--- src/rtl/seq_gen.sv ---
// Serial pattern transmitter: shifts a PAT_W-bit pattern out MSB first, repeated per request.
// Latency: first bit one cycle after start is accepted; all outputs registered; no backpressure.
module seq_gen #(
  parameter int                PAT_W   = 4,
  parameter logic [PAT_W-1:0]  PATTERN = 4'b1011,
  parameter int                REP_W   = 4,
  parameter int                GAP_CYC = 0
) (
  input  logic             clock,
  input  logic             reset,
  input  logic             start,
  input  logic             use_ext,
  input  logic [PAT_W-1:0] pattern_in,
  input  logic [REP_W-1:0] reps,
  input  logic             abort,
  output logic             seq_out,
  output logic             seq_valid,
  output logic             busy,
  output logic             done
);

  localparam int BCW = $clog2(PAT_W);
  localparam int GCW = (GAP_CYC > 0) ? $clog2(GAP_CYC + 1) : 1;
  localparam logic [BCW-1:0] BIT_LAST = BCW'(PAT_W - 1);
  localparam logic [GCW-1:0] GAP_LAST = GCW'((GAP_CYC > 0) ? GAP_CYC - 1 : 0);

  typedef enum logic [1:0] {IDLE, SHIFT, GAP, DONE} state_t;

  state_t           state_q, state_d;
  logic [PAT_W-1:0] pat_q, pat_d;
  logic [PAT_W-1:0] sh_q, sh_d;
  logic [BCW-1:0]   bit_cnt_q, bit_cnt_d;
  logic [GCW-1:0]   gap_cnt_q, gap_cnt_d;
  logic [REP_W-1:0] frames_q, frames_d;
  logic             seq_out_q, seq_out_d;
  logic             seq_valid_q, seq_valid_d;
  logic             busy_q, busy_d;
  logic             done_q, done_d;
  logic [PAT_W-1:0] cap_pat;

  assign cap_pat = use_ext ? pattern_in : PATTERN;

  always_comb begin
    state_d     = state_q;
    pat_d       = pat_q;
    sh_d        = sh_q;
    bit_cnt_d   = bit_cnt_q;
    gap_cnt_d   = gap_cnt_q;
    frames_d    = frames_q;
    seq_out_d   = 1'b0;
    seq_valid_d = 1'b0;
    busy_d      = 1'b0;
    done_d      = 1'b0;
    case (state_q)
      IDLE: begin
        if (start) begin
          pat_d       = cap_pat;
          sh_d        = cap_pat << 1;
          frames_d    = (reps == '0) ? REP_W'(1) : reps;
          bit_cnt_d   = '0;
          seq_out_d   = cap_pat[PAT_W-1];
          seq_valid_d = 1'b1;
          busy_d      = 1'b1;
          state_d     = SHIFT;
        end
      end
      SHIFT: begin
        if (abort) begin
          state_d = IDLE;
        end else if (bit_cnt_q == BIT_LAST) begin
          if (frames_q > REP_W'(1)) begin
            frames_d  = frames_q - REP_W'(1);
            bit_cnt_d = '0;
            busy_d    = 1'b1;
            if (GAP_CYC == 0) begin
              seq_out_d   = pat_q[PAT_W-1];
              sh_d        = pat_q << 1;
              seq_valid_d = 1'b1;
            end else begin
              gap_cnt_d = '0;
              state_d   = GAP;
            end
          end else begin
            done_d  = 1'b1;
            state_d = DONE;
          end
        end else begin
          bit_cnt_d   = bit_cnt_q + BCW'(1);
          seq_out_d   = sh_q[PAT_W-1];
          sh_d        = sh_q << 1;
          seq_valid_d = 1'b1;
          busy_d      = 1'b1;
        end
      end
      GAP: begin
        busy_d = 1'b1;
        if (abort) begin
          busy_d  = 1'b0;
          state_d = IDLE;
        end else if (gap_cnt_q == GAP_LAST) begin
          // Gap over: the next frame's MSB goes out on the same edge that leaves GAP.
          bit_cnt_d   = '0;
          seq_out_d   = pat_q[PAT_W-1];
          sh_d        = pat_q << 1;
          seq_valid_d = 1'b1;
          state_d     = SHIFT;
        end else begin
          gap_cnt_d = gap_cnt_q + GCW'(1);
        end
      end
      DONE: begin
        state_d = IDLE;
      end
      default: state_d = IDLE;
    endcase
  end

  always_ff @(posedge clock) begin
    if (!reset) begin
      state_q     <= IDLE;
      pat_q       <= '0;
      sh_q        <= '0;
      bit_cnt_q   <= '0;
      gap_cnt_q   <= '0;
      frames_q    <= '0;
      seq_out_q   <= 1'b0;
      seq_valid_q <= 1'b0;
      busy_q      <= 1'b0;
      done_q      <= 1'b0;
    end else begin
      state_q     <= state_d;
      pat_q       <= pat_d;
      sh_q        <= sh_d;
      bit_cnt_q   <= bit_cnt_d;
      gap_cnt_q   <= gap_cnt_d;
      frames_q    <= frames_d;
      seq_out_q   <= seq_out_d;
      seq_valid_q <= seq_valid_d;
      busy_q      <= busy_d;
      done_q      <= done_d;
    end
  end

  assign seq_out   = seq_out_q;
  assign seq_valid = seq_valid_q;
  assign busy      = busy_q;
  assign done      = done_q;

endmodule

--- config.mk ---
export PLATFORM = sky130hd
export DESIGN_NAME = seq_gen
export DESIGN_NICKNAME = d
export VERILOG_FILES = /design/src/rtl/seq_gen.sv
export SDC_FILE = /design/constraint.sdc
export NUM_CORES = 1
export LEC_CHECK = 0
export ABC_AREA = 1
export CORE_MARGIN = 3
export CORE_UTILIZATION = 50
export CTS_CLUSTER_SIZE = 8
export DETAILED_ROUTE_END_ITERATION = 12
export GPL_TIMING_DRIVEN = 0
export PLACE_DENSITY = 0.83
export SLEW_MARGIN = 20
export SYNTH_ARGS = -nofsm -noshare
export SYNTH_HDL_FRONTEND = slang
export SYNTH_SLANG_ARGS = --single-unit
--- constraint.sdc ---
create_clock -name clock -period 3.3 [get_ports clock]
set_input_delay 0.495 -clock clock [delete_from_list [all_inputs] [get_ports clock]]
set_output_delay 0.495 -clock clock [all_outputs]
set_load 0.02 [all_outputs]
# --- Yosys cells after proc, flatten, opt, wreduce, memory -nomap -nowiden ---
# Index checks and enable logic that the tools add are counted.
word_totals:
  reg_bits: 21
  latchBits: 0
  ram_bits: 0
  romBits: 0
  inputBits: 13
  output_inout_bits: 4
  wordCells: 88
  mem_count: 0
op_classes:
  n_addsub: 3
  n_mul: 0
  n_div: 0
  order_cmp: 1
  eq_ne: 14
  shift: 0
  muxes: 46
  n_bitwise: 4
  reduce_logical: 10
ops:
  columns: ["operator", "count"]
  rows:
  - ["two-way mux 4 bit", 12]
  - ["two-way mux 2 bit", 12]
  - ["two-way mux 1 bit", 15]
  - ["!= test 2 bit (second input constant)", 6]
  - ["!= test 3 bit (second input constant)", 4]
  - ["one-hot mux 4 bit (3 select lines)", 1]
  - ["one-hot mux 1 bit (3 select lines)", 3]
  - ["one-hot mux 2 bit (4 select lines)", 1]
  - ["one-hot mux 4 bit (2 select lines)", 1]
  - ["== test 2 bit (second input constant)", 3]
  - ["one-hot mux 2 bit (3 select lines)", 1]
  - ["AND reduction 6 bit", 1]
  - ["AND reduction 5 bit", 1]
  - ["> comparator 4 x 1 -> 1 bit (second input constant)", 1]
  - ["logical NOT 4 bit", 1]
  - ["inverter 1 bit", 4]
  - ["AND reduction 2 bit", 2]
  - ["AND reduction 4 bit", 1]
  - ["OR reduction 4 bit", 1]
  - ["subtractor 4 x 1 -> 4 bit (second input constant)", 1]
  - ["nonzero test 3 bit", 1]
  - ["adder 2 x 1 -> 2 bit (second input constant)", 1]
  - ["== test 2 x 1 -> 1 bit (second input constant)", 1]
  - ["logical NOT 2 bit", 1]
  - ["2 further kinds", 2]

# --- Depth between registers and ports, before layout ---
depth:
  depth_word: 5
  ltp_mapped: 11
  mapped_depth_nobuf: 11

# --- Worst setup path before layout ---
# No wires, ideal clock.
synth_timing:
  path_kind: "reg-to-reg"
  start: "register state_q[0]"
  end: "register sh_q[1]"
  setup_ns: 0.113
  arrival_time_ns: 1.255
  required_ns: 3.187
  slack_ns: 1.932
  stages_incl_launch_ff: 11
  path_buffers: 0
  period_less_slack_ns: 1.368
  cell_sequence: "dfxtp_1 > inv_1 > ha_1 > inv_2 > or2_1 > nand2_2 > nand2_4 > nand2_4 > inv_2 > nor2_1 > nor2_1"
synth_via:
  elab_chain_len: 3
  elab_cells_between_ends: 11
  classes_between: "7 x eq/ne; 1 x mux; 3 x reduce/logical"
synth_rtl:
  columns: ["item", "line", "rtl"]
  rows:
  - ["start, declared", "29", "state_t state_q, state_d;"]
  - ["start signal, assigned", "131", "state_q <= state_d;"]
  - ["== test 2 x 1 -> 1 bit (tied with other cells)", "54", "case (state_q)"]
  - ["!= test 3 bit (no line) (tied with other cells)", null, null]
  - ["AND reduction 6 bit (no line)", null, null]
  - ["end signal, assigned", "122", "sh_q <= '0;"]
  - ["end signal, assigned", "133", "sh_q <= sh_d;"]
  - ["end, declared", "31", "logic [PAT_W-1:0] sh_q, sh_d;"]
# Parallel ways exist; a longest one is shown, timed or not.
# A chain may end at the register's enable or synchronous reset.

# --- Final worst setup path ---
layout_timing:
  start: "register seq_valid_q, in the netlist seq_valid"
  end: "output seq_valid"
layout_rtl:
  columns: ["item", "line", "rtl"]
  rows:
  - ["start, declared", "36", "logic seq_valid_q, seq_valid_d;"]
  - ["start signal, assigned", "138", "seq_valid_q <= seq_valid_d;"]
  - ["end, declared", "17", "output logic seq_valid,"]
# No word-level cell between the ends.

==> out/results.ini <==
[power]
cellLeakagePower_nw = 0.6204
ir_drop_v = 0.0004466
power_density_nw_per_um2 = 572.5

[timing]
tns_ns = 0
rsz0062_at_grt = false
slew_headroom_pct = 80.56
tightest_slew_ns = 0.2905
min_period_ns = 1.821
finalMaxSlewViolations = 0
fin_skew_ns = 0.001191
finalWorstSetupSlack_ns = 1.479
fin_crit_sh_pct = 55.18
finalSetupViolCount = 0
clock.fmax_mhz = 549.1
timing_hold_violations_final = 0
hold_ws_ns = 0.4683

[hold_path]
hold_class = flip-flop to flip-flop
min_from = pat_q[3]$_SDFFE_PN0P_

[logic_synthesis]
ys_types = 25
netlist_area_sq_um = 1119
synth.area.top_cells = dfxtp_1 (32%), nand2_1 (11%), inv_1 (8.4%)
syn_avg_cell_area_sq_um = 6.698
yosys_register_bits = 18
syn_nets = 187
synth_area_leader_cell = dfxtp_1
seq_area_frac_synth_pct = 32.21
yosysWarnings = 0
synthCells = 167
yosysTopAreaCellShare_pct = 32.21

[worst_setup_path]
worstPathRequired_ns = 2.80
reg2reg_from = frames_q[0]$_SDFFE_PN0P_
r2r_end = frames_q[0]$_SDFFE_PN0P_
cp_num_buf_inv = 2
reg2reg_depth = 10
crit_family = buffers and inverters
start_kind = flip-flop
worst-setup-path-type = flip-flop to primary output
crit_chain = buf_4, clkdlybuf4s50_1
worstPathMaxFanout = 2
path_depth = 2
slowest_stage = clkdlybuf4s50_1
slowest_delay_ns = 0.59
endpoint = seq_valid
critPathLaunch = seq_valid$_SDFF_PN0_
regToRegSetupSlack_ns = 1.65
cp-end-kind = primary output
critPathArrivalTime_ns = 1.33

[grt]
grt_overflow = 0
grt_max_degree = 11
antenna_found_initial = 0
grt_pass1_wl_um = 4174
grt_usage_pct = 19.95
first_global_vias = 993

[cts]
cts-root-buf = clkbuf_4
cts_resized = 0
postCtsSetupRepairBufs = 0
cts_sinks = 18
clkTransAtPathRegs_ns = 0.11
insertion_delay_ns = 0.30
cts_max_level = 1
cts_buffers = 3
hold_buffers = 0
cts_tree = yes
cts.path.max_buffers = 2

[layout]
fill_cells = 189
utilization_pct = 65.56
diodes = 0
drive_gt1_share_pct = 11.29
nets = 207
area_delta_synth_final_pct = 19.69

[floorplan]
dieHeight_um = 53.30
rows = 16
coreArea_sq_um = 2042
dieArea_sq_um = 2841
die_w_um = 53.30
ios = 17
initial_core_util_pct = 54.78

[detailed_routing]
first_pass_iters = 4
wl_per_cell_um = 11.61
drtIter0Drc = 21
drcViolationCount = 0
routed_via_density = 5.085
vias = 1083
drt-total-wl_um = 2472
ant_nets = 0

[place]
portBuffers = 15
routabilityCongestion = 0.8827
dp_worst_setup_slack_ns = 1.425
dpl.hpwl_um = 1941

[flow_run]
max_cap_viol_count = 0

[outcome]
status = complete, no violations

-- layout by cell type, fill, tap and decap left out, drive strengths merged, types with 3 or more instances in the layout --
cell type / synthesis / final
a21oi: 16 / 16
clkbuf: 0 / 4
nand2: 42 / 42
clkdlybuf4s50: 0 / 15
buf: 3 / 3
nor2: 24 / 24
ha: 7 / 7
dfxtp: 18 / 18
nand3: 12 / 12
or2: 3 / 3
o21ai: 6 / 6
inv: 27 / 27
-- registers in the layout (all words and copies together) (netlist names) --
register / flops
frames_q: 4
pat_q: 4
sh_q: 3
bit_cnt_q: 2
state_q: 2
done: 1
seq_out: 1
seq_valid: 1
-- worst min-delay path by stage --
| stage | end | cells past startpoint | slack [ns] |
|---|---|---|---|
| 2_1_floorplan | pat_q[1]$_SDFFE_PN0P_ | 2 | 0.43 |
| 3_3_place_gp | seq_out$_SDFF_PN0_ | 2 | 0.45 |
| 3_5_place_dp | seq_out$_SDFF_PN0_ | 2 | 0.46 |
| 4_1_cts | seq_out$_SDFF_PN0_ | 2 | 0.47 |
| 5_1_grt | seq_out$_SDFF_PN0_ | 2 | 0.49 |
| 6_report | seq_out$_SDFF_PN0_ | 2 | 0.47 |
-- kinds of logic after synthesis --
group,synth area share [%]
simple gates,33.67
buf+inv,11.07
compound gates,14.43
flops,32.22
fa+ha+maj,7.830
xor+xnor,0.7831
-- synthesized netlist by cell type --
cell type,count
xor2_1,1
nand3b_1,1
nor4_1,1
nand2_2,6
a21oi_2,1
nand2_4,2
a211oi_1,1
buf_4,3
o21bai_1,1
a31oi_1,1
inv_1,25
inv_2,2
dfxtp_1,18
a21oi_4,1
nand4_1,1
nor2_1,24
o31ai_1,1
or2_2,2
nand2_1,34
or2_1,1
a22oi_1,1
a21oi_1,14
ha_1,7
nand3_1,12
o21ai_0,6
-- power breakdown --
| part | internal (mW) | switching, mW |
|---|---|---|
| Sequential | 0.257 | 0.0251 |
| Clock | 0.0673 | 0.0725 |
| Combinational | 0.136 | 0.208 |
-- through the flow --
stage	cells	total power, mW	area, sq um
3_3_place_gp	209	0.6118	1303
5_1_grt	213	0.8281	1339
3_5_place_dp	209	0.6264	1303
4_1_cts	213	0.7676	1339
6_report	213	0.7665	1339
2_1_floorplan	167	0.5422	1119
-- per-layer routing --
| metal | vias up | part of all wire, % | track usage (%) |
|---|---|---|---|
| li1 | 568 | - | - |
| met1 | 485 | 45 | 25.38 |
| met2 | 25 | 49 | 33.88 |
| met3 | 5 | 4.6 | 3.380 |
| met4 | 0 | 0.85 | 5.957 |
| met5 | - | 0 | 0 |
-- worst min-delay path: stages, from the launching register on --
cell and delay (ns):
dfxtp_1 0.33, nand2_1 0.06, a21oi_1 0.05
-- area by class of cell --
class	instances	area (sq um)	area share, %
Buffer	3	22.52	1.682
Clock buffer	4	36.28	2.710
Inverter	27	101.3	7.570
Multi-Input combinational cell	119	634.4	47.38
Sequential cell	18	360.3	26.92
Tap cell	27	33.78	2.523
Timing Repair Buffer	15	150.1	11.21
(Power assumes the default switching activity.)
